## config.mk

```make
export PLATFORM = sky130hd
export DESIGN_NAME = mem_port_arbiter
export DESIGN_NICKNAME = d
export VERILOG_FILES = /design/src/rtl/mem_port_arbiter.sv
export SDC_FILE = /design/constraint.sdc
export NUM_CORES = 1
export LEC_CHECK = 0
export ABC_AREA = 1
export ABC_CLOCK_PERIOD_IN_PS = 4400
export BUFFER_PORTS_ARGS = -buffer_cell sky130_fd_sc_hd__buf_4
export CORE_MARGIN = 1.5
export CORE_UTILIZATION = 51
export CTS_CLUSTER_SIZE = 28
export DETAILED_ROUTE_END_ITERATION = 7
export PLACE_DENSITY = 0.91
export SLEW_MARGIN = 10
export SYNTH_ARGS = -nofsm -noshare
export SYNTH_HDL_FRONTEND = slang
export SYNTH_SLANG_ARGS = --single-unit
export TNS_END_PERCENT = 100
```

## constraint.sdc

```tcl
create_clock -name clock -period 4.4 [get_ports clock]
set_clock_uncertainty 0.2 [all_clocks]
set_input_delay 1.32 -clock clock [delete_from_list [all_inputs] [get_ports clock]]
set_output_delay 1.32 -clock clock [all_outputs]
set_load 0.05 [all_outputs]
```

## src/rtl/mem_port_arbiter.sv

```systemverilog
// Two-port (fetch/data) arbiter onto one single-port memory.
// Optional starvation guard: define ARB_STARVE_GUARD_EN.
module mem_port_arbiter #(
  parameter int ADDR_W     = 32,
  parameter int DATA_W     = 32,
  parameter int MEM_LAT    = 1,
  parameter int STARVE_MAX = 3
) (
  input  logic              clock,
  input  logic              reset,
  input  logic              i_req,
  input  logic [ADDR_W-1:0] i_addr,
  output logic              i_ack,
  output logic [DATA_W-1:0] i_rdata,
  input  logic              d_req,
  input  logic              d_we,
  input  logic [ADDR_W-1:0] d_addr,
  input  logic [DATA_W-1:0] d_wdata,
  output logic              d_ack,
  output logic [DATA_W-1:0] d_rdata,
  output logic              mem_en,
  output logic              mem_we,
  output logic [ADDR_W-1:0] mem_addr,
  output logic [DATA_W-1:0] mem_wdata,
  input  logic [DATA_W-1:0] mem_rdata,
  output logic              busy
);

  typedef enum logic [1:0] {
    IDLE,
    CMD,
    WAIT,
    DONE
  } state_t;

  localparam logic [3:0] LAT_LAST = 4'(MEM_LAT - 1);

  state_t     state;
  state_t     state_nxt;
  logic [3:0] wcnt;
  logic       win_d;
  logic       lat_we;
  logic       any_req;
  logic       grant_d;
  logic       force_i;

  assign any_req = i_req | d_req;
  assign grant_d = d_req & ~force_i;

`ifdef ARB_STARVE_GUARD_EN
  localparam int CNT_W =
    (STARVE_MAX < 1) ? 1 : $clog2(STARVE_MAX + 1);
  localparam logic [CNT_W-1:0] CNT_MAX =
    CNT_W'(STARVE_MAX);

  logic [CNT_W-1:0] starve_cnt;

  assign force_i = i_req && (starve_cnt == CNT_MAX);

  // Counts data grants taken while a fetch was waiting.
  always_ff @(posedge clock) begin
    if (reset) begin
      starve_cnt <= '0;
    end else if (state == IDLE && any_req) begin
      if (!grant_d || !i_req) begin
        starve_cnt <= '0;
      end else if (starve_cnt != CNT_MAX) begin
        starve_cnt <= starve_cnt + 1'b1;
      end
    end
  end
`else
  assign force_i = 1'b0;
`endif

  always_ff @(posedge clock) begin
    if (reset) begin
      state <= IDLE;
    end else begin
      state <= state_nxt;
    end
  end

  always_comb begin
    state_nxt = state;
    unique case (state)
      IDLE: if (any_req) state_nxt = CMD;
      CMD:  state_nxt = WAIT;
      WAIT: if (wcnt == LAT_LAST) state_nxt = DONE;
      DONE: state_nxt = IDLE;
      default: state_nxt = IDLE;
    endcase
  end

  always_comb begin
    i_ack = 1'b0;
    d_ack = 1'b0;
    unique case (1'b1)
      (state == DONE): begin
        i_ack = ~win_d;
        d_ack = win_d;
      end
      default: ;
    endcase
  end

  assign busy = (state != IDLE);

  always_ff @(posedge clock) begin
    if (reset) begin
      wcnt      <= '0;
      win_d     <= 1'b0;
      lat_we    <= 1'b0;
      mem_en    <= 1'b0;
      mem_we    <= 1'b0;
      mem_addr  <= '0;
      mem_wdata <= '0;
      i_rdata   <= '0;
      d_rdata   <= '0;
    end else begin
      mem_en <= 1'b0;
      mem_we <= 1'b0;
      unique case (state)
        IDLE: if (any_req) begin
          win_d    <= grant_d;
          lat_we   <= grant_d & d_we;
          mem_en   <= 1'b1;
          mem_we   <= grant_d & d_we;
          mem_addr <= grant_d ? d_addr : i_addr;
          if (grant_d) mem_wdata <= d_wdata;
        end
        CMD: wcnt <= '0;
        WAIT: begin
          wcnt <= wcnt + 4'd1;
          // Read data is valid only in the last wait cycle.
          if (wcnt == LAT_LAST) begin
            if (!win_d) begin
              i_rdata <= mem_rdata;
            end else if (lat_we) begin
              d_rdata <= '0;
            end else begin
              d_rdata <= mem_rdata;
            end
          end
        end
        default: ;
      endcase
    end
  end

endmodule
```

==> run_results.csv, run 1 <==
group,metric,value,unit
status,run_status,"finished clean",
synth,synth_enable_flop_cells,0,
timing,hold-worst-slack,0.2866,ns
pwr,power.ir.vdd_worst,0.3946,mV
placement,place_worst_setup_slack,1.082,ns
cts,tritoncts,"done",
synth,synth.distinct_cells,21,
cts,cts-root-to-sink-buffers,2,
pwr,swShare,0.4473,
synth,synth.cells.most_frequent,"sky130_fd_sc_hd__nor2_1 (236), sky130_fd_sc_hd__nand2_1 (171), sky130_fd_sc_hd__dfxtp_1 (138), sky130_fd_sc_hd__inv_1 (113), sky130_fd_sc_hd__o21ai_0 (88)",
cts,cts_made_buffers,17,
synth,syn_area,5912,sq um
grt,grt_use_total,0.2615,
timing,worst_slew_margin_rel,0.3556,
cells_and_area,utilization,0.7430,
pwr,share_seq_of_total_power,0.288,
floorplanning,die_w,110.7,microns
synth,yosys_register_bits,138,
timing,fin_crit,2.980,ns
grt,antenna_found_initial,0,
detailed_routing,vias_post_dr,5895,
placement,detailed_place_hpwl,11420,microns
synth,synthesis.instances,862,
floorplanning,boundaryPins,266,
worst_setup_path,critPathRequiredTime,2.88,ns
cells_and_area,final_cell_area,8448,sq um
pwr,design_power_total,6.340,mW
grt,grt_pass1_wl,26100,microns
cts,cts-resized-gates,0,
detailed_routing,route.detailed.drc,0,
synth,synthesis.area_per_instance,6.858,sq um
placement,final_wtd_congestion,0.8095,
pwr,powerDensity,750.5,nW/um^2
worst_setup_path,worst_ep_arrival_time,1.46,ns
grt,pin_count_of_the_biggest_net_entering_global_routing,67,
detailed_routing,final_antenna_net_count,0,
timing,finalHoldViolations,0,
pwr,p_sw,2.836,mW
detailed_routing,vias_per_cell,4.693,
grt,grt_pass1_vias,5685,
timing,timing.setup.tns,0,ns
synth,synth_largest_area_cell,"sky130_fd_sc_hd__dfxtp_1",
cells_and_area,num-nets-final,1238,
placement,place.port_buffers,265,
synth,synth_sequential_area_ratio,0.4673,
worst_setup_path,timing.setup.critical_path_class,"flip-flop to output port",
floorplanning,std_cell_rows,39,
detailed_routing,first_drt_pass_iteration_count,4,
placement,dpl-instance-area,7787,sq um
timing,timing_worst_slew_pin_value,0.9655,ns
worst_setup_path,worst_setup_path_end_kind,"output port",
cts,worstSkewPairLatency,0.40,ns
synth,syn_nets,1000,
floorplanning,initial_util,0.5200,
synth,yosys.cell_count.top_type,"sky130_fd_sc_hd__nor2_1",
worst_setup_path,crit_path_start_kind,"flip-flop",
timing,setup_repair_after_global_routing_missed_its_margin,"false",
cts,cts_root_buf,"sky130_fd_sc_hd__clkbuf_16",
hold_path,hp-start,"mem_wdata[24]",
cells_and_area,antenna-diode-count,0,
cells_and_area,areaGrowthSynthToFinish,42.90,%
detailed_routing,wl,16070,microns
cts,path_clk_slew,0.06,ns
detailed_routing,wire_per_inst,12.80,microns
hold_path,min_delay_worst_type,"flip-flop to flip-flop",
timing,final-max-slew-violation-count,0,
worst_setup_path,regToRegStartpoint,"state[0]",
timing,setup_slack,1.420,ns
synth,synthDominantCellAreaShare,0.4673,
floorplanning,floorplan.die.height,110.7,microns
synth,synth.area.top_cells,"sky130_fd_sc_hd__dfxtp_1 (47%), sky130_fd_sc_hd__nor2_1 (15%), sky130_fd_sc_hd__nand2_1 (11%)",
synth,yosys_most_used_dff,"sky130_fd_sc_hd__dfxtp_1",
worst_setup_path,crit_start,"state[1]",
synth,ys_warn_count,0,
cts,cts-hold-fix-buffers,0,
cts,clock_sink_count,138,
grt,gr-total-overflow,0,
run,cap_violations,0,
detailed_routing,drt_first_iter_violations,495,
synth,async_set_or_reset_register_ratio_after_synthesis,0,
pwr,power.share.clock,0.247,
placement,post-place-cells,1224,
pwr,combPwrFrac,0.465,
floorplanning,die_area,12250,sq um
cells_and_area,fillCellCount,864,
pwr,p_leak,4.483,nW
floorplanning,core_area,11370,sq um
cells_and_area,final_cells,1256,
timing,finalCritPeriodShare,0.6772,
timing,number_of_endpoints_failing_setup_at_the_final_stage,0,
pwr,internal_power,3.504,mW
timing,fmax,0.3356,GHz
worst_setup_path,critical_path.max_fanout,4,
cts,cts_post_setup_buffers_inserted,0,
cells_and_area,layout-drive-gt1-share,0.2776,
cts,level_count_of_the_clock_h_tree,4,
==> cell usage in the layout, fill, tap and decap left out, drive strengths merged <==
master    instances
clkinvlp          2
nor3              1
bufinv            5
a21oi            35
o21bai            3
o21ai            99
clkinv            6
buf             268
clkbuf           20
nor2            239
nand4             2
nand2           172
inv             115
ha                5
dfxtp           138
nand3             3
==> cell type report <==
| type | count | area [sq um] | area share |
|---|---|---|---|
| clock buffers | 20 | 466.7 | 0.05524 |
| flip-flops and latches | 138 | 2763 | 0.3270 |
| repair buffers | 268 | 2012 | 0.2382 |
| multi-input cells | 559 | 2395 | 0.2835 |
| clock inverters | 12 | 193.9 | 0.02296 |
| inverters | 116 | 439.2 | 0.05198 |
| well taps | 143 | 178.9 | 0.02118 |
==> sequential cells by signal, summed over array words and instances (netlist names) <==
signal     cells
d_rdata       32
i_rdata       32
lat_we         1
mem_addr      32
mem_en         1
mem_wdata     32
mem_we         1
state          2
wcnt           4
win_d          1
==> worst paths after layout <==
kind	end	slack (ns)	cells after the start
max	busy	1.42	4
min	mem_wdata[24]	0.29	2
max reg2reg	d_rdata[11]	2.01	5
min reg2reg	mem_wdata[24]	0.29	2
==> power groups by stage <==
| stage | Combinational (mW) | Clock (mW) | Sequential (mW) |
|---|---|---|---|
| final | 2.95 | 1.57 | 1.83 |
| after floorplan | 0.919 | 0 | 3.05 |
| after CTS | 2.96 | 1.59 | 1.83 |
| after global placement | 2.90 | 0 | 1.83 |
| after global routing | 3.13 | 1.65 | 1.87 |
| after detailed placement | 2.94 | 0 | 1.84 |
==> critical path: stages, from the launching register on <==
cell and delay, ns:
sky130_fd_sc_hd__dfxtp_1 0.39, sky130_fd_sc_hd__inv_1 0.07, sky130_fd_sc_hd__ha_1 0.24, sky130_fd_sc_hd__inv_2 0.13
sky130_fd_sc_hd__buf_4 0.22
==> layer usage <==
metal / vias to the layer above / routed length, microns / track usage
li1: 3069 / - / -
met3: 35 / 1061 / 0.06780
met1: 2581 / 6221 / 0.2850
met4: 0 / 477 / 0.1051
met5: - / 0 / 0
met2: 210 / 8311 / 0.4807
==> logic make-up after synthesis <==
| group | count (synthesis) | synth area share |
|---|---|---|
| compound gates | 137 | 0.1172 |
| fa+ha+maj | 5 | 0.01058 |
| simple gates | 417 | 0.2772 |
| flops | 138 | 0.4673 |
| buf+inv | 165 | 0.1276 |
Note: power is estimated with default switching activity, not from simulation.
==> run 2, diff against run 1 <==
ABC_CLOCK_PERIOD_IN_PS = 2870   (was 4400)
CORE_UTILIZATION = 47   (was 51)
PLACE_DENSITY = 0.85   (was 0.91)
clock period = 2.87 ns   (was 4.4 ns; I/O delays follow)
==> run 2 against run 1 <==
  * Die area rose by 8.3%
  * Sequential power up 53%
  * Non-clock buffer count is 2 higher
  * Power grew 53%
  * Combinational power grew 53%
  * Clock power increased by 52%
  * Critical path type unchanged
==> run_results.csv, run 2 (synthesis results as in run 1) <==
group,metric,value,unit
worst_setup_path,critPathRequiredTime,1.81,ns
worst_setup_path,crit_path_start_kind,"flip-flop",
worst_setup_path,critical_path.max_fanout,4,
cts,cts_root_buf,"sky130_fd_sc_hd__clkbuf_16",
detailed_routing,wire_per_inst,12.25,microns
placement,dpl-instance-area,7846,sq um
timing,fin_crit,2.515,ns
cts,cts-resized-gates,0,
floorplanning,die_w,115.2,microns
floorplanning,floorplan.die.height,115.2,microns
timing,setup_repair_after_global_routing_missed_its_margin,"false",
hold_path,min_delay_worst_type,"flip-flop to flip-flop",
timing,worst_slew_margin_rel,0.3002,
floorplanning,initial_util,0.4861,
cts,cts_post_setup_buffers_inserted,0,
timing,final-max-slew-violation-count,0,
placement,place.port_buffers,265,
grt,grt_pass1_wl,24920,microns
cts,level_count_of_the_clock_h_tree,4,
pwr,powerDensity,1139,nW/um^2
cells_and_area,antenna-diode-count,0,
cts,path_clk_slew,0.05,ns
timing,number_of_endpoints_failing_setup_at_the_final_stage,0,
cells_and_area,final_cells,1283,
floorplanning,die_area,13260,sq um
detailed_routing,route.met2.wl,7599,microns
worst_setup_path,timing.setup.critical_path_class,"flip-flop to output port",
run,cap_violations,0,
cells_and_area,fillCellCount,993,
timing,setup_slack,0.3549,ns
floorplanning,std_cell_rows,40,
cts,tritoncts,"done",
cells_and_area,final_cell_area,8503,sq um
cts,worstSkewPairLatency,0.41,ns
detailed_routing,post_route_m1_wl,6653,microns
detailed_routing,wl_met3,1061,microns
detailed_routing,vias_post_dr,5862,
worst_setup_path,worst_setup_path_end_kind,"output port",
grt,gr-total-overflow,0,
grt,grt_use_total,0.2388,
status,run_status,"finished clean",
cells_and_area,regArea,2763,sq um
cells_and_area,commonest_cells_after_routing_fill_and_taps_aside,"sky130_fd_sc_hd__buf_4 (269), sky130_fd_sc_hd__nor2_1 (236), sky130_fd_sc_hd__nand2_1 (171)",
grt,antenna_found_initial,0,
detailed_routing,first_drt_pass_iteration_count,5,
floorplanning,boundaryPins,266,
cells_and_area,multi_input_comb_area,2395,sq um
timing,finalCritPeriodShare,0.8763,
timing,finalHoldViolations,0,
detailed_routing,route.top_layer_used,"met4",
timing,timing.setup.tns,0,ns
placement,place_worst_setup_slack,0.5548,ns
detailed_routing,wl,15720,microns
cells_and_area,layout-drive-gt1-share,0.2780,
pwr,p_leak,4.484,nW
cts,clock_sink_count,138,
timing,fmax,0.3976,GHz
cts,cts_made_buffers,17,
detailed_routing,route.detailed.drc,0,
detailed_routing,vias_per_cell,4.569,
placement,final_wtd_congestion,0.8096,
timing,timing_worst_slew_pin_value,1.049,ns
detailed_routing,final_antenna_net_count,0,
pwr,power.ir.vdd_worst,0.8127,mV
cts,cts-hold-fix-buffers,0,
cts,cts-root-to-sink-buffers,2,
grt,grt_pass1_vias,5314,
cells_and_area,areaGrowthSynthToFinish,43.83,%
cells_and_area,num-nets-final,1240,
detailed_routing,drt_first_iter_violations,471,
placement,detailed_place_hpwl,11110,microns
worst_setup_path,worst_ep_arrival_time,1.45,ns
cells_and_area,layout.cells.most_common,"sky130_fd_sc_hd__buf_4",
placement,post-place-cells,1251,
grt,pin_count_of_the_biggest_net_entering_global_routing,88,
floorplanning,core_area,12160,sq um
run 2: path summary, 6_finish.rpt:
kind,start,to,slack [ns],cells after the start
worst max-delay path,state[1],busy,0.35,4
worst min-delay path,mem_wdata[10],mem_wdata[10],0.28,2
worst max register to register,state[0],d_rdata[23],0.52,5
worst min register to register,mem_wdata[10],mem_wdata[10],0.28,2
run 2: through the flow:
step	power (mW)	utilization	hold WS, ns
2_1_floorplan	6.080	-	0.2543
3_3_place_gp	7.260	0.6452	0.2644
6_report	9.689	0.6992	0.2809
5_1_grt	10.20	0.6992	0.3048
3_5_place_dp	7.330	0.6452	0.2721
4_1_cts	9.733	0.6992	0.2853
run 2: area by class of cell:
| cell class | instances | share of cell area |
|---|---|---|
| sequential | 138 | 0.3249 |
| clock buffer | 23 | 0.05856 |
| clock inverter | 9 | 0.01869 |
| tap | 168 | 0.02472 |
| timing repair buffer | 270 | 0.2398 |
| multi-input combinational | 559 | 0.2816 |
| inverter | 116 | 0.05165 |
run 2: worst max-delay path, cell delays in order (launching register included):
cell and delay, ns:
sky130_fd_sc_hd__dfxtp_1 0.37, sky130_fd_sc_hd__inv_1 0.06, sky130_fd_sc_hd__ha_1 0.26, sky130_fd_sc_hd__inv_2 0.14
sky130_fd_sc_hd__buf_4 0.21
run 2: per-layer routing:
layer	vias up	track usage
li1	3073	-
met1	2547	0.2863
met2	215	0.4067
met3	27	0.06695
met4	0	0.09300
met5	-	0
run 2: power breakdown:
| group | total (mW) | internal [mW] | switching, mW |
|---|---|---|---|
| combinational | 4.50 | 1.28 | 3.22 |
| clock | 2.39 | 1.57 | 0.813 |
| sequential | 2.80 | 2.49 | 0.314 |
